===== config.mk =====
export PLATFORM = sky130hd
export DESIGN_NAME = frog_motion_ctrl_flat
export DESIGN_NICKNAME = d
export VERILOG_FILES = /design/src/rtl/frog_motion_ctrl_if.sv /design/src/rtl/frog_motion_ctrl.sv /design/src/flat_wrapper.sv
export SDC_FILE = /design/constraint.sdc
export NUM_CORES = 1
export LEC_CHECK = 0
export BUFFER_PORTS_ARGS = -buffer_cell sky130_fd_sc_hd__buf_4
export CAP_MARGIN = 40
export CORE_MARGIN = 1
export CORE_UTILIZATION = 65
export DETAILED_ROUTE_END_ITERATION = 16
export PLACE_DENSITY = 0.95
export REMOVE_ABC_BUFFERS = 1
export SLEW_MARGIN = 0
export SYNTH_ARGS = -nofsm -noshare
export SYNTH_HDL_FRONTEND = slang
export SYNTH_SLANG_ARGS = --single-unit

===== constraint.sdc =====
create_clock -name clk_in -period 12 [get_ports clk_in]
set_clock_uncertainty 0.1 [all_clocks]
set_input_delay 0 -clock clk_in [delete_from_list [all_inputs] [get_ports clk_in]]
set_output_delay 0 -clock clk_in [all_outputs]
set_load 0.02 [all_outputs]

===== src/rtl/frog_motion_ctrl_if.sv =====
// Button/control inputs and frog bounding-box outputs of the frog motion controller.
// The game side (or a bench) uses master; the controller uses slave.
interface frog_motion_ctrl_if;
  logic       buttonup;
  logic       buttondown;
  logic       buttonleft;
  logic       buttonright;
  logic       pseudo;
  logic       freeze;
  logic [9:0] frogL;
  logic [9:0] frogR;
  logic [8:0] frogT;
  logic [8:0] frogB;
  logic       hop_o;

  modport master (
    output buttonup, buttondown, buttonleft, buttonright, pseudo, freeze,
    input  frogL, frogR, frogT, frogB, hop_o
  );

  modport slave (
    input  buttonup, buttondown, buttonleft, buttonright, pseudo, freeze,
    output frogL, frogR, frogT, frogB, hop_o
  );
endinterface


===== src/rtl/frog_motion_ctrl.sv =====
// Frog position controller: synchronise and debounce four buttons, turn each press
// into one clamped grid hop, with respawn and freeze overriding movement.
module frog_motion_ctrl #(
  parameter int DEB_CYCLES = 1000000,
  parameter int FROG_W     = 20,
  parameter int FROG_H     = 20,
  parameter int STEP_X     = 20,
  parameter int STEP_Y     = 25,
  parameter int START_L    = 310,
  parameter int START_T    = 430,
  parameter int AREA_L     = 20,
  parameter int AREA_R     = 620,
  parameter int AREA_T     = 20,
  parameter int AREA_B     = 460
) (
  input  logic               clk_in,
  input  logic               reset_in,
  frog_motion_ctrl_if.slave  bus
);

  localparam int CW = $clog2(DEB_CYCLES + 1);
  localparam logic [CW-1:0] CNT_LAST = CW'(DEB_CYCLES - 1);

  localparam logic [10:0] STEP_X11 = 11'(STEP_X);
  localparam logic [10:0] STEP_Y11 = 11'(STEP_Y);
  localparam logic [10:0] L_MAX    = 11'(AREA_R - FROG_W + 1);
  localparam logic [10:0] T_MAX    = 11'(AREA_B - FROG_H + 1);
  // Below these thresholds a left/up hop would cross the wall, so clamp instead.
  localparam logic [10:0] LEFT_LIM = 11'(AREA_L + STEP_X);
  localparam logic [10:0] UP_LIM   = 11'(AREA_T + STEP_Y);

  logic [3:0] raw;
  logic [3:0] press;

  assign raw = {bus.buttonup, bus.buttondown, bus.buttonleft, bus.buttonright};

  genvar gi;
  generate
    for (gi = 0; gi < 4; gi++) begin : g_btn
      logic          sync1;
      logic          sync2;
      logic          deb;
      logic          deb_d;
      logic          press_p;
      logic [CW-1:0] cnt;

      always_ff @(posedge clk_in or posedge reset_in) begin
        if (reset_in) begin
          sync1   <= 1'b0;
          sync2   <= 1'b0;
          deb     <= 1'b0;
          deb_d   <= 1'b0;
          press_p <= 1'b0;
          cnt     <= '0;
        end else begin
          sync1   <= raw[gi];
          sync2   <= sync1;
          deb_d   <= deb;
          press_p <= deb & ~deb_d;
          if (sync2 == deb) begin
            cnt <= '0;
          end else if (cnt == CNT_LAST) begin
            deb <= ~deb;
            cnt <= '0;
          end else begin
            cnt <= cnt + CW'(1);
          end
        end
      end

      assign press[gi] = press_p;
    end
  endgenerate

  logic [9:0]  l_reg, r_reg;
  logic [8:0]  t_reg, b_reg;
  logic        hop_reg;
  logic [10:0] l_ext, t_ext, l_sum, t_sum;
  logic [9:0]  l_next;
  logic [8:0]  t_next;
  logic        moved;

  assign l_ext = {1'b0, l_reg};
  assign t_ext = {2'b00, t_reg};
  assign l_sum = l_ext + STEP_X11;
  assign t_sum = t_ext + STEP_Y11;

  always_comb begin
    l_next = l_reg;
    t_next = t_reg;
    if (press[3]) begin
      t_next = (t_ext < UP_LIM) ? 9'(AREA_T) : 9'(t_ext - STEP_Y11);
    end else if (press[2]) begin
      t_next = (t_sum > T_MAX) ? 9'(T_MAX) : 9'(t_sum);
    end else if (press[1]) begin
      l_next = (l_ext < LEFT_LIM) ? 10'(AREA_L) : 10'(l_ext - STEP_X11);
    end else if (press[0]) begin
      l_next = (l_sum > L_MAX) ? 10'(L_MAX) : 10'(l_sum);
    end
    moved = (l_next != l_reg) || (t_next != t_reg);
  end

  always_ff @(posedge clk_in or posedge reset_in) begin
    if (reset_in) begin
      l_reg   <= 10'(START_L);
      r_reg   <= 10'(START_L + FROG_W - 1);
      t_reg   <= 9'(START_T);
      b_reg   <= 9'(START_T + FROG_H - 1);
      hop_reg <= 1'b0;
    end else if (bus.pseudo) begin
      l_reg   <= 10'(START_L);
      r_reg   <= 10'(START_L + FROG_W - 1);
      t_reg   <= 9'(START_T);
      b_reg   <= 9'(START_T + FROG_H - 1);
      hop_reg <= 1'b0;
    end else if (bus.freeze) begin
      hop_reg <= 1'b0;
    end else begin
      // Edges stay coherent because all four are loaded from the same next values.
      l_reg   <= l_next;
      r_reg   <= l_next + 10'(FROG_W - 1);
      t_reg   <= t_next;
      b_reg   <= t_next + 9'(FROG_H - 1);
      hop_reg <= moved;
    end
  end

  assign bus.frogL = l_reg;
  assign bus.frogR = r_reg;
  assign bus.frogT = t_reg;
  assign bus.frogB = b_reg;
  assign bus.hop_o = hop_reg;

endmodule


===== src/flat_wrapper.sv =====
// flat-port wrapper written by rule: the top's interface ports become plain ports
module frog_motion_ctrl_flat 
#(
  parameter int DEB_CYCLES = 1000000,
  parameter int FROG_W     = 20,
  parameter int FROG_H     = 20,
  parameter int STEP_X     = 20,
  parameter int STEP_Y     = 25,
  parameter int START_L    = 310,
  parameter int START_T    = 430,
  parameter int AREA_L     = 20,
  parameter int AREA_R     = 620,
  parameter int AREA_T     = 20,
  parameter int AREA_B     = 460
)
  (clk_in, reset_in, bus_buttonup, bus_buttondown, bus_buttonleft, bus_buttonright, bus_pseudo, bus_freeze, bus_frogL, bus_frogR, bus_frogT, bus_frogB, bus_hop_o);
  frog_motion_ctrl_if bus_i ();
  input  logic clk_in;
  input  logic reset_in;
  input wire logic [$bits(bus_i.buttonup)-1:0] bus_buttonup;
  input wire logic [$bits(bus_i.buttondown)-1:0] bus_buttondown;
  input wire logic [$bits(bus_i.buttonleft)-1:0] bus_buttonleft;
  input wire logic [$bits(bus_i.buttonright)-1:0] bus_buttonright;
  input wire logic [$bits(bus_i.pseudo)-1:0] bus_pseudo;
  input wire logic [$bits(bus_i.freeze)-1:0] bus_freeze;
  output wire logic [$bits(bus_i.frogL)-1:0] bus_frogL;
  output wire logic [$bits(bus_i.frogR)-1:0] bus_frogR;
  output wire logic [$bits(bus_i.frogT)-1:0] bus_frogT;
  output wire logic [$bits(bus_i.frogB)-1:0] bus_frogB;
  output wire logic [$bits(bus_i.hop_o)-1:0] bus_hop_o;
  assign bus_i.buttonup = bus_buttonup;
  assign bus_i.buttondown = bus_buttondown;
  assign bus_i.buttonleft = bus_buttonleft;
  assign bus_i.buttonright = bus_buttonright;
  assign bus_i.pseudo = bus_pseudo;
  assign bus_i.freeze = bus_freeze;
  assign bus_frogL = bus_i.frogL;
  assign bus_frogR = bus_i.frogR;
  assign bus_frogT = bus_i.frogT;
  assign bus_frogB = bus_i.frogB;
  assign bus_hop_o = bus_i.hop_o;
  frog_motion_ctrl #(.DEB_CYCLES(DEB_CYCLES), .FROG_W(FROG_W), .FROG_H(FROG_H), .STEP_X(STEP_X), .STEP_Y(STEP_Y), .START_L(START_L), .START_T(START_T), .AREA_L(AREA_L), .AREA_R(AREA_R), .AREA_T(AREA_T), .AREA_B(AREA_B)) u_core (.clk_in(clk_in), .reset_in(reset_in), .bus(bus_i));
endmodule

[Word-level counts from Yosys, hierarchy flattened]
Cells that the tools add are included.
Cells by class
  mux-type cells: 28
  equality and inequality tests: 11
  reduce and logical (&&, ||, !) cells: 5
  $lt $le $gt $ge: 4
  bitwise logic cells: 16
  add/sub/neg operators: 10
Operators with widths (count)
  two-way mux 20 bit: 8
  two-way mux 10 bit: 10
  adder 20 x 1 -> 20 bit, second input constant: 4
  == test 20 bit, second input constant: 4
  two-way mux 9 bit: 8
  NOT 1 bit: 12
  adder 10 x 5 -> 11 bit, second input constant: 1
  > comparator 11 x 10 -> 1 bit, second input constant: 1
  > comparator 11 x 9 -> 1 bit, second input constant: 1
  adder 10 x 5 -> 10 bit, second input constant: 1
  adder 9 x 5 -> 10 bit, second input constant: 1
  < comparator 10 x 6 -> 1 bit, second input constant: 1
  != test 10 bit: 1
  subtractor 10 x 5 -> 10 bit, second input constant: 1
  adder 9 x 5 -> 9 bit, second input constant: 1
  < comparator 9 x 6 -> 1 bit, second input constant: 1
  != test 9 bit: 1
  subtractor 9 x 5 -> 9 bit, second input constant: 1
  AND reduction 2 bit: 4
  AND 1 bit: 4
  == test 1 bit: 4
  two-way mux 1 bit: 2
  != test 2 bit, second input constant: 1
  logical OR 1 bit: 1
Word-level totals
  logic and storage cells: 103
  output and inout port bits: 39
  input port bits: 8
  register bits after elaboration: 139

[Longest topological paths before layout]
  word-level depth: 11
  gate-level depth with buffers: 14
  depth with buffers taken out: 13

[Worst setup path after synthesis]
OpenSTA, ideal clock, no wires.
  kind: register -> register
  start point: register u_core.t_reg[1], in the netlist u_core.bus.frogT[1]
  end point: register u_core.b_reg[8], in the netlist u_core.bus.frogB[8]
  data required time: 11.807 ns
  arrival time: 3.410 ns
  library setup time: 0.093 ns
  period minus slack after synthesis: 3.603 ns
  stages on the path, launching flop included: 12
  setup slack: 8.397 ns
  buffers on the path: 0
  cells stage by stage: dfstp_2 -> ha_1 -> a211oi_2 -> or4_4 -> o221a_4 -> a221oi_4 -> a21oi_1 -> ha_1 -> or3_4 -> a2111oi_4 -> xor2_1 -> o211ai_1
On the way
  cells in the longest elaborated chain, start to end: 8
  elaborated cells between the ends (all ways): 11
  those cells by class: 3 x add/sub; 2 x order compare; 6 x mux
RTL lines
  from (decl): RTL line frog_motion_ctrl.sv:76  | logic [8:0] t_reg, b_reg;
  from (signal assigned): RTL line frog_motion_ctrl.sv:107  | t_reg <= 9'(START_T);
  from (signal assigned): RTL line frog_motion_ctrl.sv:113  | t_reg <= 9'(START_T);
  from (signal assigned): RTL line frog_motion_ctrl.sv:122  | t_reg <= t_next;
  adder 9 x 5 -> 10 bit: RTL line frog_motion_ctrl.sv:86  | assign t_sum = t_ext + STEP_Y11;
  > comparator 11 x 9 -> 1 bit: RTL line frog_motion_ctrl.sv:94  | t_next = (t_sum > T_MAX) ? 9'(T_MAX) : 9'(t_sum);
  two-way mux 9 bit: RTL line frog_motion_ctrl.sv:94
  two-way mux 9 bit: RTL line frog_motion_ctrl.sv:93  | end else if (press[2]) begin
  two-way mux 9 bit *: RTL line frog_motion_ctrl.sv:91  | if (press[3]) begin
  adder 9 x 5 -> 9 bit *: RTL line frog_motion_ctrl.sv:123  | b_reg <= t_next + 9'(FROG_H - 1);
  two-way mux 9 bit *: RTL line frog_motion_ctrl.sv:116  | end else if (bus.freeze) begin
  two-way mux 9 bit *: RTL line frog_motion_ctrl.sv:110  | end else if (bus.pseudo) begin
  to (signal assigned): RTL line frog_motion_ctrl.sv:108  | b_reg <= 9'(START_T + FROG_H - 1);
  to (signal assigned): RTL line frog_motion_ctrl.sv:114  | b_reg <= 9'(START_T + FROG_H - 1);
  to (signal assigned): RTL line frog_motion_ctrl.sv:123
  to (decl): RTL line frog_motion_ctrl.sv:76
Mark *: on every way between the ends. The rest lies on a longest branch, timed or not. The select of a mux whose other input is x is not followed.
A chain may end at the register's enable or synchronous reset.

[Worst setup path after layout]
  start point: register u_core.t_reg[0], in the netlist u_core.bus.frogT[0]
  end point: register u_core.b_reg[8], in the netlist u_core.bus.frogB[8]
The elaborated chain is that of the path after synthesis.

==> run_results.csv <==
group,metric,value,unit
clocking,insertion_delay,430,ps
setup_path,path_depth,11,
power_and_ir_drop,leakage,3.90,nW
setup_path,ff2ff_setup_slack,7910,ps
drt,dr.first_iter.drc_count,852,
global_route,grt_pass1_wl,35900,um
clocking,clock-sinks,139,
floorplan,fp.dieW,114,um
place,port_buffers,46,
clocking,numCtsBuffers,17,
finish,layout_commonest_cell,"nor2_1",
setup_path,crit_type,"reg2reg",
sta,setup_tns,0,ps
finish,nets,969,
setup_path,crit_fanout,15,
logic_synthesis,synth_seq_area_share,0.433,
clocking,cts_setup_buffers,0,
sta,period_share,0.341,
drt,first_pass_iters,6,
sta,hold_ws,118,ps
place,placed_area,0.00847,mm2
drt,dr_total_vias,7312,
floorplan,ios,47,
power_and_ir_drop,total_power,1.18,mW
finish,stdcell_area,0.00924,mm2
finish,final.fill_count,735,
logic_synthesis,synthArstFlopShare,1.00,
setup_path,worstReg2RegEnd,"u_core.bus.frogB[8]",
sta,layout_min_cycle_time,4090,ps
sta,fmax,0.244,GHz
clocking,htree_levels,4,
sta,max_slew_margin,0.330,
clocking,cts_root_buf,"clkbuf_16",
global_route,grt_max_degree,78,
drt,drt_wl_total,21400,um
logic_synthesis,syn_area_per_cell,8.77,um2
power_and_ir_drop,irDropWorstVdd,0.000114,V
finish,finalNonFillerCells,1131,
sta,worstMarginPinSlew,1000,ps
setup_path,end_kind,"register",
logic_synthesis,yosysWarnings,0,
setup_path,required,12230,ps
setup_path,worst_path_max_delay_cell,"dfrtp_1",
setup_path,cpPeakStageDelay,620,ps
logic_synthesis,ys.flop_type,"dfrtp_1",
floorplan,coreArea,0.0121,mm2
logic_synthesis,syn_area,0.00808,mm2
run,cap_viol_max_count,0,
clocking,cts_tree,"built",
finish,drive_above_1_share,0.136,
logic_synthesis,synth-edff-count,0,
place,gp_congestion,0.963,
clocking,clk_pin_slew,60,ps
logic_synthesis,synth-seq-cells,139,
finish,layout_common_cells,"141 x nor2_1, 120 x dfrtp_1, 97 x nand2_1, 53 x a21oi_1, 48 x buf_4",
power_and_ir_drop,cellPowerDensity,128,mW/mm2
setup_path,critical-path-top-delay-family,"compound AO/OA/AOI/OAI gates",
run_status,status,"complete, no violations",
drt,drc,0,
setup_path,r2r_start,"u_core.bus.frogT[0]",
global_route,antenna_found_initial,0,
setup_path,path_buf_inv,0,
logic_synthesis,synthCells,922,
logic_synthesis,yosys.cell_types.count,82,
setup_path,ff2ff_path_depth,11,
drt,via_per_inst,6.47,
setup_path,path_common_cell,"ha_1",
finish,insertedDiodeCount,0,
drt,wl_per_cell,18.9,um
sta,hold_viol_final,0,
clocking,clockBufferDepth,2,
floorplan,die_height,114,um
drt,ant_nets,0,
floorplan,start_util,0.670,
global_route,grt_usage,0.355,
setup_path,worstSetupStartpointType,"register",
setup_path,cp_cell_sequence,"ha_1 -> a211oi_2 -> or4_4 -> o221a_4 -> a221oi_4 -> a21oi_1 -> ha_1 -> or3_4 -> a2111oi_4 -> xor2_1 -> o211ai_1",
floorplan,rows,40,
sta,rsz0062_at_grt,"false",
setup_path,worstSetupStartpoint,"u_core.bus.frogT[0]",
sta,finalSetupViolCount,0,
place,place.detailed.hpwl,12900,um
hold_path,min-delay-path-class,"in2reg",
sta,final_max_slew_viol_count,0,
place,dp_cells,1092,
finish,syn_to_final_growth,14.3,%
setup_path,crit_path_end,"u_core.bus.frogB[8]",
global_route,grt_overflow,0,
floorplan,fp.dieArea,0.0129,mm2
setup_path,cp.arrival,4320,ps
global_route,grt_pass1_vias,7164,
[worst min-delay path by stage]
stage,endpoint,slack [ps],cells past startpoint,from
2_1_floorplan,u_core.g_btn[0].sync1,-70,0,bus_buttonright
3_3_place_gp,u_core.g_btn[1].sync1,10,1,bus_buttonleft
3_5_place_dp,u_core.g_btn[2].sync1,10,1,bus_buttondown
4_1_cts,u_core.g_btn[2].sync1,110,2,bus_buttondown
5_1_grt,u_core.g_btn[1].sync1,130,2,bus_buttonleft
6_report,u_core.g_btn[2].sync1,120,2,bus_buttondown
[registers in the layout (all words and copies together), names as in the netlist, 4 cells and up]
| signal | count |
|---|---|
| u_core.bus.frogB | 9 |
| u_core.bus.frogL | 10 |
| u_core.bus.frogR | 10 |
| u_core.bus.frogT | 9 |
| u_core.g_btn.cnt | 80 |
| u_core.g_btn.deb | 4 |
| u_core.g_btn.deb_d | 4 |
| u_core.g_btn.press_p | 4 |
| u_core.g_btn.sync1 | 4 |
| u_core.g_btn.sync2 | 4 |
[power by group]
group	leakage (nW)	switching [mW]	internal (mW)
Clock	0.325	0.207	0.412
Sequential	1.85	0.0115	0.479
Combinational	1.73	0.0481	0.0240
Total	3.90	0.266	0.915
[Yosys cell counts (12+ instances only)]
cell type	n	area (um2)
nand3_1	40	200
inv_1	20	75.1
xnor2_1	36	315
or3_1	18	113
nand4_1	12	75.1
nand2_1	97	364
xor2_1	42	368
dfstp_2	19	499
a21oi_1	53	265
nor3_1	21	105
clkbuf_1	37	139
and3_1	18	113
nor4_1	13	81.3
nor2_1	141	529
dfrtp_1	120	3000
o21ai_0	44	220
[cells by family after synthesis]
family	synth area share
xor gates and xnor gates	0.0845
muxes	0.0197
buffers and inverters	0.0340
DFF	0.433
AOI/OAI and AO/OA	0.163
adders and majority gates	0.0170
and+or+nand+nor	0.249
[through the flow]
stage                     setup WS [ps]   util
after floorplan                    8210      -
after global routing               7710  0.766
after detailed placement           8050  0.703
after global placement             8110  0.703
final                              7910  0.766
after CTS                          7960  0.766
[area by class of cell]
cell class	instances	area, um2	area share
clock buffer	22	484	0.0524
clock inverter	10	210	0.0228
inverter	24	95.1	0.0103
multi-input combinational	713	4310	0.466
sequential	139	3500	0.379
tap	168	210	0.0228
timing repair buffer	55	430	0.0466
[metal layers]
layer,global-route usage,up-vias,part of all wire
li1,-,3324,-
met4,0.184,0,0.037
met2,0.567,366,0.49
met1,0.457,3546,0.40
met5,0,-,0
met3,0.0755,76,0.075
[what timing repair did]
item                                   CTS  global route
resized for setup                        0             0
endpoints found under the hold margin  107             0
hold buffers                             7             0
setup endpoints to repair                0             0
(Power assumes the default switching activity.)
